**config.mk**
```make
export PLATFORM = sky130hd
export DESIGN_NAME = mem_stage_flat
export DESIGN_NICKNAME = d
export VERILOG_FILES = /design/src/rtl/pipe_pkg.sv /design/src/rtl/mem_stage_if.sv /design/src/rtl/mem_stage_byte_swap32.sv /design/src/rtl/mem_stage.sv /design/src/flat_wrapper.sv
export SDC_FILE = /design/constraint.sdc
export NUM_CORES = 1
export LEC_CHECK = 0
export ABC_AREA = 1
export CAP_MARGIN = 10
export CORE_MARGIN = 2
export CORE_UTILIZATION = 42
export DETAILED_ROUTE_END_ITERATION = 6
export HOLD_SLACK_MARGIN = 0.12
export PLACE_DENSITY = 0.91
export REMOVE_ABC_BUFFERS = 1
export SYNTH_ARGS = -nofsm -noshare
export SYNTH_HDL_FRONTEND = slang
export SYNTH_SLANG_ARGS = --single-unit
export TNS_END_PERCENT = 10
```
**constraint.sdc**
```tcl
create_clock -name clk -period 3.7 [get_ports clk]
set_input_delay 0.555 -clock clk [delete_from_list [all_inputs] [get_ports clk]]
set_output_delay 0.555 -clock clk [all_outputs]
set_load 0.03 [all_outputs]
```
**src/rtl/pipe_pkg.sv**
```systemverilog
// Shared pipeline definitions: EX_MEM control bit positions, the MEM-stage FSM
// encoding and a byte-reverse helper.
package pipe_pkg;

  localparam int CTRL_REGWRITE = 3;
  localparam int CTRL_MEMTOREG = 2;
  localparam int CTRL_MEMREAD  = 1;
  localparam int CTRL_MEMWRITE = 0;

  typedef enum logic [1:0] {
    IDLE = 2'd0,
    WAIT = 2'd1,
    HOLD = 2'd2
  } mem_state_e;

  function automatic logic [31:0] bswap32(input logic [31:0] d);
    return {d[7:0], d[15:8], d[23:16], d[31:24]};
  endfunction

endpackage

```
**src/rtl/mem_stage_if.sv**
```systemverilog
// D-cache port of the MEM stage, grouped so the cache model and the stage bind to
// one bundle.
interface mem_stage_if #(
    parameter int ADDR_W = 30
);
    // Request/ready: ren or wen acts as valid and holds stable with addr/wdata
    // while DCACHE_stall is high. The access completes in the first requesting
    // cycle that sees DCACHE_stall low, and DCACHE_rdata is valid in that cycle.
    logic              DCACHE_ren;
    logic              DCACHE_wen;
    logic [ADDR_W-1:0] DCACHE_addr;
    logic [31:0]       DCACHE_wdata;
    logic              DCACHE_stall;
    logic [31:0]       DCACHE_rdata;

    modport master (
        output DCACHE_ren, DCACHE_wen, DCACHE_addr, DCACHE_wdata,
        input  DCACHE_stall, DCACHE_rdata
    );

    modport slave (
        input  DCACHE_ren, DCACHE_wen, DCACHE_addr, DCACHE_wdata,
        output DCACHE_stall, DCACHE_rdata
    );
endinterface

```
**src/rtl/mem_stage_byte_swap32.sv**
```systemverilog
// Combinational 32-bit byte reversal with a parameterised bypass. It bridges the
// little-endian core and the big-endian memory.
module byte_swap32
    import pipe_pkg::*;
#(
    parameter bit EN = 1'b1
) (
    input  logic [31:0] d_i,
    output logic [31:0] d_o
);
    assign d_o = EN ? bswap32(d_i) : d_i;
endmodule

```
**src/rtl/mem_stage.sv**
```systemverilog
// MEM stage of the RV32 pipeline. It issues D-cache accesses, freezes the pipeline
// while one is outstanding, and parks completed load data while another source
// holds the pipeline.
module mem_stage
    import pipe_pkg::*;
#(
    parameter bit ENDIAN_SWAP = 1'b1,
    parameter int ADDR_W      = 30
) (
    input  logic        clk,
    input  logic        rst_n,
    input  logic [3:0]  ctrl_i,
    input  logic [31:0] ALUResult_i,
    input  logic [31:0] RS2data_i,
    input  logic [4:0]  RDaddr_i,
    input  logic        ext_stall_i,
    mem_stage_if.master dc,
    output logic [1:0]  ctrl_o,
    output logic [31:0] WBdata_o,
    output logic [4:0]  RDaddr_o,
    output logic        stall_o,
    output logic        misalign_o,
    output logic [31:0] stall_cnt_o,
    output mem_state_e  state_o
);
    mem_state_e  state_q, state_d;
    logic [31:0] hold_q, hold_d;
    logic        misalign_q, misalign_d;
    logic [31:0] stall_cnt_q, stall_cnt_d;

    logic        mem_req, in_hold, completes;
    logic [31:0] rdata_sw, load_data;

    byte_swap32 #(.EN(ENDIAN_SWAP)) u_swap_rd (.d_i(dc.DCACHE_rdata), .d_o(rdata_sw));
    byte_swap32 #(.EN(ENDIAN_SWAP)) u_swap_wr (.d_i(RS2data_i),       .d_o(dc.DCACHE_wdata));

    assign mem_req   = ctrl_i[CTRL_MEMREAD] | ctrl_i[CTRL_MEMWRITE];
    assign in_hold   = (state_q == HOLD);
    assign completes = mem_req & ~in_hold & ~dc.DCACHE_stall;

    // Requests drop immediately under reset because the cache resets in the same cycle.
    assign dc.DCACHE_ren  = rst_n & ~in_hold & ctrl_i[CTRL_MEMREAD];
    assign dc.DCACHE_wen  = rst_n & ~in_hold & ctrl_i[CTRL_MEMWRITE] & ~ctrl_i[CTRL_MEMREAD];
    assign dc.DCACHE_addr = ALUResult_i[ADDR_W+1:2];

    assign stall_o   = dc.DCACHE_stall & mem_req & ~in_hold;
    assign load_data = in_hold ? hold_q : rdata_sw;
    assign WBdata_o  = ctrl_i[CTRL_MEMTOREG] ? load_data : ALUResult_i;
    assign ctrl_o    = {ctrl_i[CTRL_REGWRITE], ctrl_i[CTRL_MEMTOREG]};
    assign RDaddr_o  = RDaddr_i;

    assign misalign_o  = misalign_q;
    assign stall_cnt_o = stall_cnt_q;
    assign state_o     = state_q;

    always_comb begin
        state_d     = state_q;
        hold_d      = hold_q;
        misalign_d  = misalign_q | (mem_req & (ALUResult_i[1:0] != 2'b00));
        stall_cnt_d = (stall_o && stall_cnt_q != 32'hFFFF_FFFF) ? stall_cnt_q + 32'd1
                                                                : stall_cnt_q;
        unique case (state_q)
            IDLE, WAIT: begin
                if (completes) begin
                    // Park the data so the frozen pipeline never re-issues the access.
                    if (ext_stall_i) begin
                        state_d = HOLD;
                        hold_d  = rdata_sw;
                    end else begin
                        state_d = IDLE;
                    end
                end else if (mem_req) begin
                    state_d = WAIT;
                end else begin
                    state_d = IDLE;
                end
            end
            HOLD: begin
                if (!ext_stall_i) state_d = IDLE;
            end
            default: state_d = IDLE;
        endcase
    end

    always_ff @(posedge clk) begin
        if (!rst_n) begin
            state_q     <= IDLE;
            hold_q      <= 32'd0;
            misalign_q  <= 1'b0;
            stall_cnt_q <= 32'd0;
        end else begin
            state_q     <= state_d;
            hold_q      <= hold_d;
            misalign_q  <= misalign_d;
            stall_cnt_q <= stall_cnt_d;
        end
    end
endmodule

```
**src/flat_wrapper.sv**
```systemverilog
// flat-port wrapper written by rule: the top's interface ports become plain ports
module mem_stage_flat import pipe_pkg::*;
#(
    parameter bit ENDIAN_SWAP = 1'b1,
    parameter int ADDR_W      = 30
)
  (clk, rst_n, ctrl_i, ALUResult_i, RS2data_i, RDaddr_i, ext_stall_i, ctrl_o, WBdata_o, RDaddr_o, stall_o, misalign_o, stall_cnt_o, state_o, dc_DCACHE_ren, dc_DCACHE_wen, dc_DCACHE_addr, dc_DCACHE_wdata, dc_DCACHE_stall, dc_DCACHE_rdata);
  mem_stage_if #(.ADDR_W(ADDR_W)) dc_i ();
  input  logic clk;
  input  logic rst_n;
  input  logic [3:0] ctrl_i;
  input  logic [31:0] ALUResult_i;
  input  logic [31:0] RS2data_i;
  input  logic [4:0] RDaddr_i;
  input  logic ext_stall_i;
  output logic [1:0] ctrl_o;
  output logic [31:0] WBdata_o;
  output logic [4:0] RDaddr_o;
  output logic stall_o;
  output logic misalign_o;
  output logic [31:0] stall_cnt_o;
  output mem_state_e state_o;
  output wire logic [$bits(dc_i.DCACHE_ren)-1:0] dc_DCACHE_ren;
  output wire logic [$bits(dc_i.DCACHE_wen)-1:0] dc_DCACHE_wen;
  output wire logic [$bits(dc_i.DCACHE_addr)-1:0] dc_DCACHE_addr;
  output wire logic [$bits(dc_i.DCACHE_wdata)-1:0] dc_DCACHE_wdata;
  input wire logic [$bits(dc_i.DCACHE_stall)-1:0] dc_DCACHE_stall;
  input wire logic [$bits(dc_i.DCACHE_rdata)-1:0] dc_DCACHE_rdata;
  assign dc_DCACHE_ren = dc_i.DCACHE_ren;
  assign dc_DCACHE_wen = dc_i.DCACHE_wen;
  assign dc_DCACHE_addr = dc_i.DCACHE_addr;
  assign dc_DCACHE_wdata = dc_i.DCACHE_wdata;
  assign dc_i.DCACHE_stall = dc_DCACHE_stall;
  assign dc_i.DCACHE_rdata = dc_DCACHE_rdata;
  mem_stage #(.ENDIAN_SWAP(ENDIAN_SWAP), .ADDR_W(ADDR_W)) u_core (.clk(clk), .rst_n(rst_n), .ctrl_i(ctrl_i), .ALUResult_i(ALUResult_i), .RS2data_i(RS2data_i), .RDaddr_i(RDaddr_i), .ext_stall_i(ext_stall_i), .dc(dc_i), .ctrl_o(ctrl_o), .WBdata_o(WBdata_o), .RDaddr_o(RDaddr_o), .stall_o(stall_o), .misalign_o(misalign_o), .stall_cnt_o(stall_cnt_o), .state_o(state_o));
endmodule
```
==> metrics <==
ys flop type=dfxtp_1; Clock transition at path regs=~0.080 ns; Gate Count Post-Synth=700; largest net degree at the start of global routing=61; CP required=3.14 ns; Cell variety after synth=26; register area share after synthesis=between 30% and 40%; routed len/inst=~14 um; Fmax=approximately 330 MHz; placed inst area=about 5600 um^2; Final WS setup=0.700 ns; Max Slew Vio Count=0; pre-CTS WS=slightly below 0.7 ns; n_diodes=0; Comb power frac=about a quarter; post-CTS repair timing setup buffer count=0; cts repair resizes=0; setup violators final=0; DR iter-0 viols=approximately 270; PD cells=between 300 and 400 nW/um^2; CTS sink count=67; CTS root buffer=clkbuf_8; CTS tree=yes; busiest layer in global routing=met2; Reg2Reg Setup Slack=~1.4 ns; post-route ant nets=0; Starting Density=between 40 and 50%; routability cong.=just over 0.9; yosys warns=0; Tot GR Track Use=between 20% and 30%; IO Port Bufs=around 170; skew final=between 0.006 and 0.007 ns; met2 Track Usage GR=about 36%; vias in the first global route=4420; max_cap viols=0; Clock Path Buffers=2; clock buffer count from CTS=9; measured slew at the worst slew-check pin=about 0.77 ns; number of detailed-route iterations in the first pass=4; io pins=248; area of the multi-input gates=2240 um^2; Reg power frac=between 40% and 50%; Hold Vio Cnt, Final=0; DPL Wire Length=slightly below 10000 um; GR Layer Usage met3=11.0%; ratio of cells with drive above 1 in the final layout=under 10%; Reg2Reg Depth=11; area grow syn2layout=33.4%; number of synthesized register bits=67; Synth area leader=dfxtp_1; first-pass GRT wire length=21400 um; Slew HR=about half; Seq. cell area=1340 um^2; Routed WL=roughly 13000 um; H-Tree Depth=3; antenna violations before repair=0; Die ar.=between 10000 and 15000 um^2; hold_sp=u_core.misalign_o$_SDFF_PN0_; Mean Syn Cell Area=between 6 and 7 um^2; minimum clock period=about 3.0 ns; GR Util met1=28.7%; # hold bufs at CTS=0; Nets=899; Setup TNS=0 ns; Final Cycle Share=between 80 and 90%; VDD IR max=0.000172 V; Hold Crit Depth=2; share of Yosys cell area claimed by the top area cell type=a little under a third; Clock Latency Late Sink=approximately 0.35 ns; non-filler instance count after layout=930; reg2reg start=u_core.state_o[0]$_SDFFE_PN0P_; number of cell rows=37; core area=approximately 10000 um^2; leakage power=~2.3 nW; fin area=5860 um^2; Switch Pwr=roughly 560 uW; CP Max Fanout=48; Cell Area, Synth=about 4400 um^2; status=finished clean; ys async rst share=0%; Post-route DRC=0; via count=4764; hold endpoint=u_core.misalign_o$_SDFF_PN0_; filler instances=911; Placed Cells=between 900 and 1000; Worst Setup Path Type=in -> out; Hold Path Class=reg -> reg; Die Y=106 um; gr ovfl total=0; DR vias/cell=between 5 and 6; RSZ-0062 raised after global routing=false; switch share=29.8%; main area contributors after synthesis=dfxtp_1 (31%), nor2_1 (15%), nand2_1 (13%); count leader, synth=nor2_1; Post-synth EDFFs=0; capture point of the worst reg-to-reg path=u_core.hold_q[30]$_SDFFE_PN0P_; Clock Power Share=a little over a third; Worst setup EP type=primary output; CP startpoint kind=input port; most frequent cells after synthesis=nor2_1 (170), nand2_1 (151), buf_4 (69), dfxtp_1 (67); cell internal pwr=between 1 and 1.5 mW; CP Data Arrival Time=roughly 2.4 ns; Die W=~110 um
[metrics by stage]
step / util, % / power (mW) / hold WS [ns]
after CTS: 57.3 / 1.89 / 0.466
after floorplan: - / 0.961 / 0.455
final: 57.3 / 1.88 / 0.463
after global routing: 57.3 / 1.96 / 0.498
after global placement: 55.2 / 1.23 / 0.442
after detailed placement: 55.2 / 1.24 / 0.451
[critical path: stages]
cell             delay (ns)
buf_2                  0.59
buf_4                  0.35
nor2_1                 0.08
a31oi_1                0.16
clkdlybuf4s50_1        0.69
[registers in the layout (all words and copies together), names as in the netlist]
register / cells
u_core.stall_cnt_o: 32
u_core.misalign_o: 1
u_core.hold_q: 32
u_core.state_o: 2
[per-layer routing]
layer  share of wire, %  routed length (um)
met4                2.4                 317
met1                 42                5620
met5                  0                   0
met2                 44                5940
met3                 12                1590
[final cells by class]
| cell class | instances | share of cell area [%] |
|---|---|---|
| clock buffers | 13 | 2.88 |
| clock inverters | 3 | 0.768 |
| inverters | 41 | 2.62 |
| multi-input cells | 493 | 38.2 |
| flip-flops and latches | 67 | 22.9 |
| well taps | 136 | 2.90 |
| repair buffers | 177 | 29.8 |
[kinds of logic after synthesis]
group                      after synthesis  synth area share, %
and+or+nand+nor                        393                 38.2
buffers and inverters                  140                 18.6
AOI/OAI and AO/OA                       96                 11.8
DFF                                     67                 30.5
xor gates and xnor gates                 3                0.598
adders and majority gates                1                0.285
[worst max-delay path by stage]
stage                                   startpoint           to  depth (start not counted)
global placement                         ctrl_i[2]  WBdata_o[8]                          5
floorplan           u_core.state_o[1]$_SDFFE_PN0P_  WBdata_o[0]                          4
detailed placement                       ctrl_i[2]  WBdata_o[3]                          5
finish                                   ctrl_i[2]  WBdata_o[3]                          5
CTS                                      ctrl_i[2]  WBdata_o[3]                          5
global route        u_core.state_o[0]$_SDFFE_PN0P_      stall_o                          6
[placed cells by master (no fill, tap or decap), drive strengths merged, types with 2 or more instances in the layout]
cell / n
o21ai: 33
nand3: 46
clkdlybuf4s50: 169
clkinvlp: 2
xor2: 3
buf: 8
nand4: 5
nand2: 156
a21oi: 31
a31oi: 32
inv: 41
nor2: 181
clkbuf: 13
dfxtp: 67
nor3: 4
[power by group through the flow]
stage,combinational [mW],clock [mW],sequential (mW)
floorplan,0.176,0,0.785
global placement,0.450,0,0.780
detailed placement,0.455,0,0.781
CTS,0.456,0.673,0.764
global route,0.489,0.701,0.767
finish,0.455,0.660,0.764
No activity file was read; power rests on OpenSTA's default activity.
